--- src/rtl/ibex_mem_port_arbiter.sv ---
// Shares one req/gnt/rvalid memory port between the Ibex fetch and data interfaces.
// Define IBEX_ARB_ROUND_ROBIN_EN for round-robin arbitration; otherwise data has fixed priority.
module ibex_mem_port_arbiter #(
  parameter int MAX_OUTSTANDING = 2
) (
  input  logic        clk_i,
  input  logic        rst_ni,
  input  logic        instr_req_i,
  output logic        instr_gnt_o,
  output logic        instr_rvalid_o,
  input  logic [31:0] instr_addr_i,
  output logic [31:0] instr_rdata_o,
  output logic        instr_err_o,
  input  logic        data_req_i,
  output logic        data_gnt_o,
  output logic        data_rvalid_o,
  input  logic        data_we_i,
  input  logic [3:0]  data_be_i,
  input  logic [31:0] data_addr_i,
  input  logic [31:0] data_wdata_i,
  output logic [31:0] data_rdata_o,
  output logic        data_err_o,
  output logic        mem_req_o,
  input  logic        mem_gnt_i,
  input  logic        mem_rvalid_i,
  output logic        mem_we_o,
  output logic [3:0]  mem_be_o,
  output logic [31:0] mem_addr_o,
  output logic [31:0] mem_wdata_o,
  input  logic [31:0] mem_rdata_i,
  input  logic        mem_err_i,
  output logic [2:0]  outstanding_o,
  output logic        protocol_err_o
);

  localparam int PW    = (MAX_OUTSTANDING > 1) ? $clog2(MAX_OUTSTANDING) : 1;
  localparam int DEPTH = 2 ** PW;
  localparam logic [2:0]    MaxCnt  = 3'(MAX_OUTSTANDING);
  localparam logic [PW-1:0] LastPtr = PW'(MAX_OUTSTANDING - 1);

  typedef enum logic {ID_INSTR = 1'b0, ID_DATA = 1'b1} req_id_e;

  logic          r_lock;
  req_id_e       r_lock_id;
  req_id_e       r_last;
  req_id_e       r_fifo [DEPTH];
  logic [PW-1:0] r_wptr;
  logic [PW-1:0] r_rptr;
  logic [2:0]    r_count;
  logic          r_protocol_err;

  req_id_e w_win_id;
  req_id_e w_head_id;
  logic    w_full;
  logic    w_xfer;
  logic    w_pop;
  logic    w_spurious;

  function automatic logic [PW-1:0] ptr_inc(input logic [PW-1:0] p);
    return (p == LastPtr) ? '0 : p + 1'b1;
  endfunction

  // NOTE: every signal assigned in always_comb gets a default first, so no path can infer a latch.
  always_comb begin
    w_win_id = ID_INSTR;
    if (r_lock) begin
      w_win_id = r_lock_id;
    end else if (instr_req_i && data_req_i) begin
`ifdef IBEX_ARB_ROUND_ROBIN_EN
      w_win_id = (r_last == ID_DATA) ? ID_INSTR : ID_DATA;
`else
      // Last-granted is tracked in both builds; OR-ing with 1 pins data as the winner.
      w_win_id = req_id_e'(r_last | 1'b1);
`endif
    end else if (data_req_i) begin
      w_win_id = ID_DATA;
    end
  end

  assign w_full     = (r_count == MaxCnt);
  assign mem_req_o  = !w_full && (r_lock || instr_req_i || data_req_i);
  assign w_xfer     = mem_req_o && mem_gnt_i;
  assign w_head_id  = r_fifo[r_rptr];
  assign w_pop      = mem_rvalid_i && (r_count != 3'd0);
  assign w_spurious = mem_rvalid_i && (r_count == 3'd0);

  assign instr_gnt_o = w_xfer && (w_win_id == ID_INSTR);
  assign data_gnt_o  = w_xfer && (w_win_id == ID_DATA);

  assign mem_we_o    = (w_win_id == ID_DATA) && data_we_i;
  assign mem_be_o    = (w_win_id == ID_DATA) ? data_be_i    : 4'hF;
  assign mem_addr_o  = (w_win_id == ID_DATA) ? data_addr_i  : instr_addr_i;
  assign mem_wdata_o = (w_win_id == ID_DATA) ? data_wdata_i : 32'h0;

  assign instr_rvalid_o = w_pop && (w_head_id == ID_INSTR);
  assign data_rvalid_o  = w_pop && (w_head_id == ID_DATA);
  assign instr_rdata_o  = mem_rdata_i;
  assign data_rdata_o   = mem_rdata_i;
  assign instr_err_o    = mem_err_i;
  assign data_err_o     = mem_err_i;

  assign outstanding_o  = r_count;
  assign protocol_err_o = r_protocol_err;

  // NOTE: state registers use non-blocking assignments so every flop samples pre-edge values.
  always_ff @(posedge clk_i or negedge rst_ni) begin
    if (!rst_ni) begin
      r_lock         <= 1'b0;
      r_lock_id      <= ID_INSTR;
      r_last         <= ID_DATA;
      r_wptr         <= '0;
      r_rptr         <= '0;
      r_count        <= 3'd0;
      r_protocol_err <= 1'b0;
    end else begin
      if (w_xfer) begin
        r_lock <= 1'b0;
        r_last <= w_win_id;
        r_wptr <= ptr_inc(r_wptr);
      end else if (mem_req_o) begin
        r_lock    <= 1'b1;
        r_lock_id <= w_win_id;
      end
      if (w_pop) begin
        r_rptr <= ptr_inc(r_rptr);
      end
      case ({w_xfer, w_pop})
        2'b10:   r_count <= r_count + 3'd1;
        2'b01:   r_count <= r_count - 3'd1;
        default: r_count <= r_count;
      endcase
      if (w_spurious) begin
        r_protocol_err <= 1'b1;
      end
    end
  end

  // NOTE: ID storage has no reset; an entry is only read while the count says it is valid.
  always_ff @(posedge clk_i) begin
    if (w_xfer) begin
      r_fifo[r_wptr] <= w_win_id;
    end
  end

endmodule

--- config.mk ---
export PLATFORM = sky130hd
export DESIGN_NAME = ibex_mem_port_arbiter
export DESIGN_NICKNAME = d
export VERILOG_FILES = /design/src/rtl/ibex_mem_port_arbiter.sv
export SDC_FILE = /design/constraint.sdc
export NUM_CORES = 1
export LEC_CHECK = 0
export BUFFER_PORTS_ARGS = -buffer_cell sky130_fd_sc_hd__buf_2
export CAP_MARGIN = 40
export CORE_AREA = 4 4 108 110
export CTS_CLUSTER_SIZE = 14
export DETAILED_ROUTE_END_ITERATION = 7
export DIE_AREA = 0 0 112 114
export PLACE_DENSITY = 0.52
export SLEW_MARGIN = 20
export SYNTH_ARGS = -nofsm -noshare
export SYNTH_HDL_FRONTEND = slang
export SYNTH_SLANG_ARGS = --single-unit
--- constraint.sdc ---
create_clock -name clk_i -period 2.1 [get_ports clk_i]
set_input_delay 0.315 -clock clk_i [delete_from_list [all_inputs] [get_ports clk_i]]
set_output_delay 0.315 -clock clk_i [all_outputs]
set_load 0.02 [all_outputs]
# After elaboration in Yosys (flattened, before gate mapping)
# Memories as Yosys holds them, arrays and structs flattened.
# Cells that the tools add are included.
# op_classes
addsub,4
n_eq_ne,3
muxes,13
bitwise,3
n_reduce_logical,18
# op_table
cell,count
$mux 32,2
$logic_and 1x1->1,10
$mux 1,9
$pmux 3 s2,1
$mux 4,1
$reduce_bool 2->1,2
$add 3x1->3 const B,1
$eq 3x2->1 const B,1
$logic_not 3->1,1
$not 1->1,3
$reduce_bool 3->1,1
$sub 3x1->3 const B,1
$add 1x1->1 const B,2
$eq 2x1->1 const B,1
$eq 2x2->1 const B,1
$logic_or 1x1->1,2
$reduce_and 2->1,1
$logic_not 1->1,1
# word_totals
register_bits,8
ramBits,2
word_cells,48
mem_count,1
# memory_table
memory,words,word_bits,read_ports,rd_clocked_by_memory_dff,wr,line,rtl
r_fifo,2,1,1,0,1,46,req_id_e r_fifo [DEPTH];

# Longest topological paths before layout
# logic_depth
depth_word,6
ltp_mapped,9

# Worst setup path after synthesis
# No wires, ideal clock.
# synth_path
kind,register to register
startpoint,reg r_count[2] (netlist: outstanding_o[2])
endpoint,reg r_count[2] (netlist: outstanding_o[2])
t_arrival_ps,2196
required_ps,2020
slack_ps,-175
path_stages_with_launch,9
path_buffers,0
synth_period_minus_slack_ps,2275
path_cell_list,dfrtp_1 > or3b_2 > o311ai_2 > ha_1 > inv_1 > fa_1 > xor2_1 > nor2_1 > xor2_1
# synth_between
elab_chain_len,6
# synth_rtl
item,line,rtl
"start, declared",49,logic [2:0] r_count;
"start signal, assigned",128,2'b10: r_count <= r_count + 3'd1;
"start signal, assigned",129,2'b01: r_count <= r_count - 3'd1;
"start signal, assigned",130,default: r_count <= r_count;
$eq 3x2->1,80,assign w_full = (r_count == MaxCnt);
$logic_not 1->1,81,assign mem_req_o = !w_full && (r_lock || instr_req_i || data_req_i);
$logic_and 1x1->1,81,
$logic_and 1x1->1,82,assign w_xfer = mem_req_o && mem_gnt_i;
$eq 2x1->1 / $eq 2x2->1 (equally long branches),127,"case ({w_xfer, w_pop})"
$pmux 3 s2 / $reduce_bool 2->1 (equally long branches),n/a,
# Several ways; a longest one is shown, not always the timed one.
# A chain may end at the register's enable or synchronous reset.

# Worst setup path in the final report
# layout_path
startpoint,reg r_lock
endpoint,out mem_be_o[3]
# layout_between
elab_chain_len,2
# layout_rtl
item,line,rtl
"start, declared",43,logic r_lock;
"start signal, assigned",108,r_lock <= 1'b0;
"start signal, assigned",117,r_lock <= 1'b0;
"start signal, assigned",121,r_lock <= 1'b1;
$mux 1,66,if (r_lock) begin
$mux 4,91,assign mem_be_o = (w_win_id == ID_DATA) ? data_be_i : 4'hF;
"end, declared",27,"output logic [3:0] mem_be_o,"
# Every way passes these cells.

==> run_results.csv <==
group,metric,value,unit
flow_run,maxCapViolCount,0,
synth,muxShareOfSynthArea,24.23,%
die,boundaryPins,284,
layout,final_common_cell,"buf_2",
synth,synth_area,1627,um^2
global_routing,grt_pass1_wl,8.328,mm
power,swShare,47.79,%
synth,synthXorXnorAreaFrac,2.692,%
timing,setup_viol,0,
drt,ant_nets,0,
timing,max-slew-margin-rel,85.07,%
layout,fin_cells,456,
worst_setup_path,crit_fanout,12,
worst_setup_path,r2r_start,"outstanding_o[2]$_DFFE_PN0P_",
timing,slew_violations,0,
drt,drtPass1Iterations,4,
synth,ys_ff_latch,10,
die,fp.dieH,114,um
drt,routed_wirelength,6.431,mm
timing,fin_crit,2074,ps
worst_setup_path,critPathKind,"register to output port",
synth,synthesis.nets,328,
die,dieArea,12770,um^2
drt,drc,0,
clock_network,clk_pin_slew,50,ps
global_routing,grt_overflow,0,
die,rows,38,
power,pwr-share-seq,12.3,%
synth,yosysUniqueCellTypes,27,
power,switching_power,1.451,mW
global_routing,antenna_found_initial,0,
timing,hold_viol_final,0,
power,clkPwrFrac,6.9,%
synth,syn_avg_cell_area,8.745,um^2
synth,synth_adder_area_share,2.000,%
worst_setup_path,critPathLaunch,"r_lock$_DFFE_PN0P_",
power,powerDensity,1164,nW/um^2
layout,final_cell_mix,"buf_2, nor2b_1, buf_4",
die,die_x,112,um
run_status,status,"finished, final reports clean",
synth,synth_compound_area_share,3.154,%
synth,synth_top_family_by_area,"buffers and inverters",
global_routing,grt_max_degree,25,
drt,vias,1706,
drt,viasPerCell,3.741,
synth,ys_seq_area_share,16.00,%
power,finalPower,3.037,mW
die,start_util,15.20,%
placement,gp_congestion,0.7674,
synth,netlist_instances,186,
timing,tightest_slew,217.8,ps
min_path,min_path_type,"primary input to register",
power,p_int,1.586,mW
placement,port_buffers,184,
worst_setup_path,endpoint_kind,"output port",
drt,route.detailed.wl_per_inst,14.10,um
layout,area_growth,60.46,%
clock_network,htree_num_levels,1,
die,core_area,10700,um^2
timing,finalClockSkew,3.271,ps
power,irDropWorstVdd,0.0005443,V
clock_network,root_buffer,"clkbuf_8",
placement,detailed_place_hpwl,4.818,mm
worst_setup_path,startpoint_type,"register",
worst_setup_path,critPathArrivalTime,1760,ps
clock_network,cts_buffers,3,
layout,num_antenna_cells,0,
timing,max_freq,482.1,MHz
clock_network,cts.sinks,10,
layout,fin_util,24.40,%
synth,ys_warn_count,0,
clock_network,clock_latency,240,ps
layout,drive_above_1_share,73.73,%
clock_network,cts_tree,"done",
layout,fin_nets,459,
timing,fin_crit_sh,98.78,%
timing,grt_setup_unrepaired,"true",
power,power_leakage,1.413,nW
clock_network,cts_buffer_depth,2,
placement,place_inst,442,
global_routing,grt_pass1_vias,1646,
drt,drt_iter0_markers,43,
worst_setup_path,critical_path_required,1780,ps
power,combPwrFrac,80.8,%
global_routing,gr-usage-all-layers,7.991,%
min_path,worstHoldStart,"mem_rvalid_i",
synth,synthSimpleGateAreaFrac,17.92,%
-- power groups by stage --
stage / clock (mW) / combinational, mW / sequential [mW]
2_1_floorplan: 0 / 1.41 / 0.424
3_3_place_gp: 0 / 1.96 / 0.382
3_5_place_dp: 0 / 1.98 / 0.384
4_1_cts: 0.218 / 2.22 / 0.374
5_1_grt: 0.223 / 2.63 / 0.387
6_report: 0.209 / 2.46 / 0.373
-- cells in the mapped netlist --
library cell  instances  area (um^2)
nor2_1                6        22.52
nand2b_1              1        6.260
o311ai_2              1        16.27
and3_1                1        6.260
xnor2_1               3        26.28
buf_2                 4        20.02
or2_2                 4        25.02
a32o_1                1        10.01
ha_1                  1        12.51
mux2i_2               1        13.76
o2bb2ai_1             1        8.760
nor3_1                1        5.000
xor2_1                2        17.52
o31a_1                1        8.760
nand3_1               1        5.000
mux2_1               31        349.1
mux2i_1               2        20.02
fa_1                  1        20.02
buf_4                66        495.5
mux2_2                1        11.26
inv_1                 7        26.28
nor2b_1              34        212.7
dfrtp_1               8        200.2
a21o_1                1        7.510
edfxtp_1              2        60.06
clkbuf_1              3        11.26
or3b_2                1        8.760
-- critical path: stages, from the launching register on --
cell and delay [ps]:
dfrtp_2 430, mux2i_4 210, buf_6 150, buf_4 140
clkbuf_16 160, or2_2 260, buf_2 160
-- metrics by stage --
stage / setup TNS (ps) / hold slack, ps / worst slack [ps] / instance area [um^2]
after CTS: -5.360 / 287.7 / -5.360 / 2442
after global routing: -641.2 / 307.7 / -50.66 / 2610
final: 0 / 293.3 / 25.66 / 2610
after floorplan: 0 / 19.41 / 3.523 / 1648
after detailed placement: 0 / 175.7 / 57.62 / 2288
after global placement: 0 / 172.7 / 80.64 / 2288
-- timing repair --
| action | 4_1_cts | 5_1_grt |
|---|---|---|
| pin swaps | 0 | 4 |
| resized for setup | 2 | 46 |
| hold endpoints to repair | 8 | 0 |
| cloned | 2 | 2 |
| setup buffers | 4 | 2 |
| hold buffers | 1 | 0 |
| setup endpoints to repair | 32 | 48 |
-- state kept, by name, indices dropped and copies added, names as in the netlist --
name            count
r_wptr              1
protocol_err_o      1
r_rptr              1
outstanding_o       3
r_lock              1
r_lock_id           1
r_fifo              2
-- worst paths after layout --
check / to / slack (ps) / cells after the start
hold / removal: protocol_err_o$_DFFE_PN0P_ / 290 / 2
setup reg to reg: outstanding_o[2]$_DFFE_PN0P_ / 70 / 8
hold reg to reg: protocol_err_o$_DFFE_PN0P_ / 450 / 1
setup / recovery: mem_be_o[3] / 30 / 6
min in group asynchronous: r_wptr$_DFFE_PN0P_ / 450 / 2
max in group asynchronous: r_lock$_DFFE_PN0P_ / 1450 / 2
-- routing by layer --
| layer | track usage [%] | wire length (um) | vias to the layer above | share of wire (%) |
|---|---|---|---|---|
| li1 | - | - | 792 | - |
| met1 | 10.62 | 2677 | 774 | 42 |
| met2 | 11.99 | 2906 | 129 | 45 |
| met3 | 3.130 | 770 | 11 | 12 |
| met4 | 2.404 | 76 | 0 | 1.2 |
| met5 | 0 | 0 | - | 0 |
-- final cells by class --
class | instances | area [um^2]
clock buffers | 3 | 41.29
clock inverters | 1 | 3.754
fillers | 1170 | 8088
inverters | 7 | 26.28
multi-input cells | 96 | 900.9
flip-flops and latches | 10 | 265.3
well taps | 140 | 175.2
repair buffers | 199 | 1197
-- cell families after synthesis --
kind of cell             count (synthesis)
buffers and inverters                   80
AND/OR/NAND/NOR                         49
multiplexers                            35
flip-flops                              10
AO/OA/AOI/OAI                            5
XOR/XNOR                                 5
adder cells (fa/ha/maj)                  2
(Power assumes the default switching activity.)
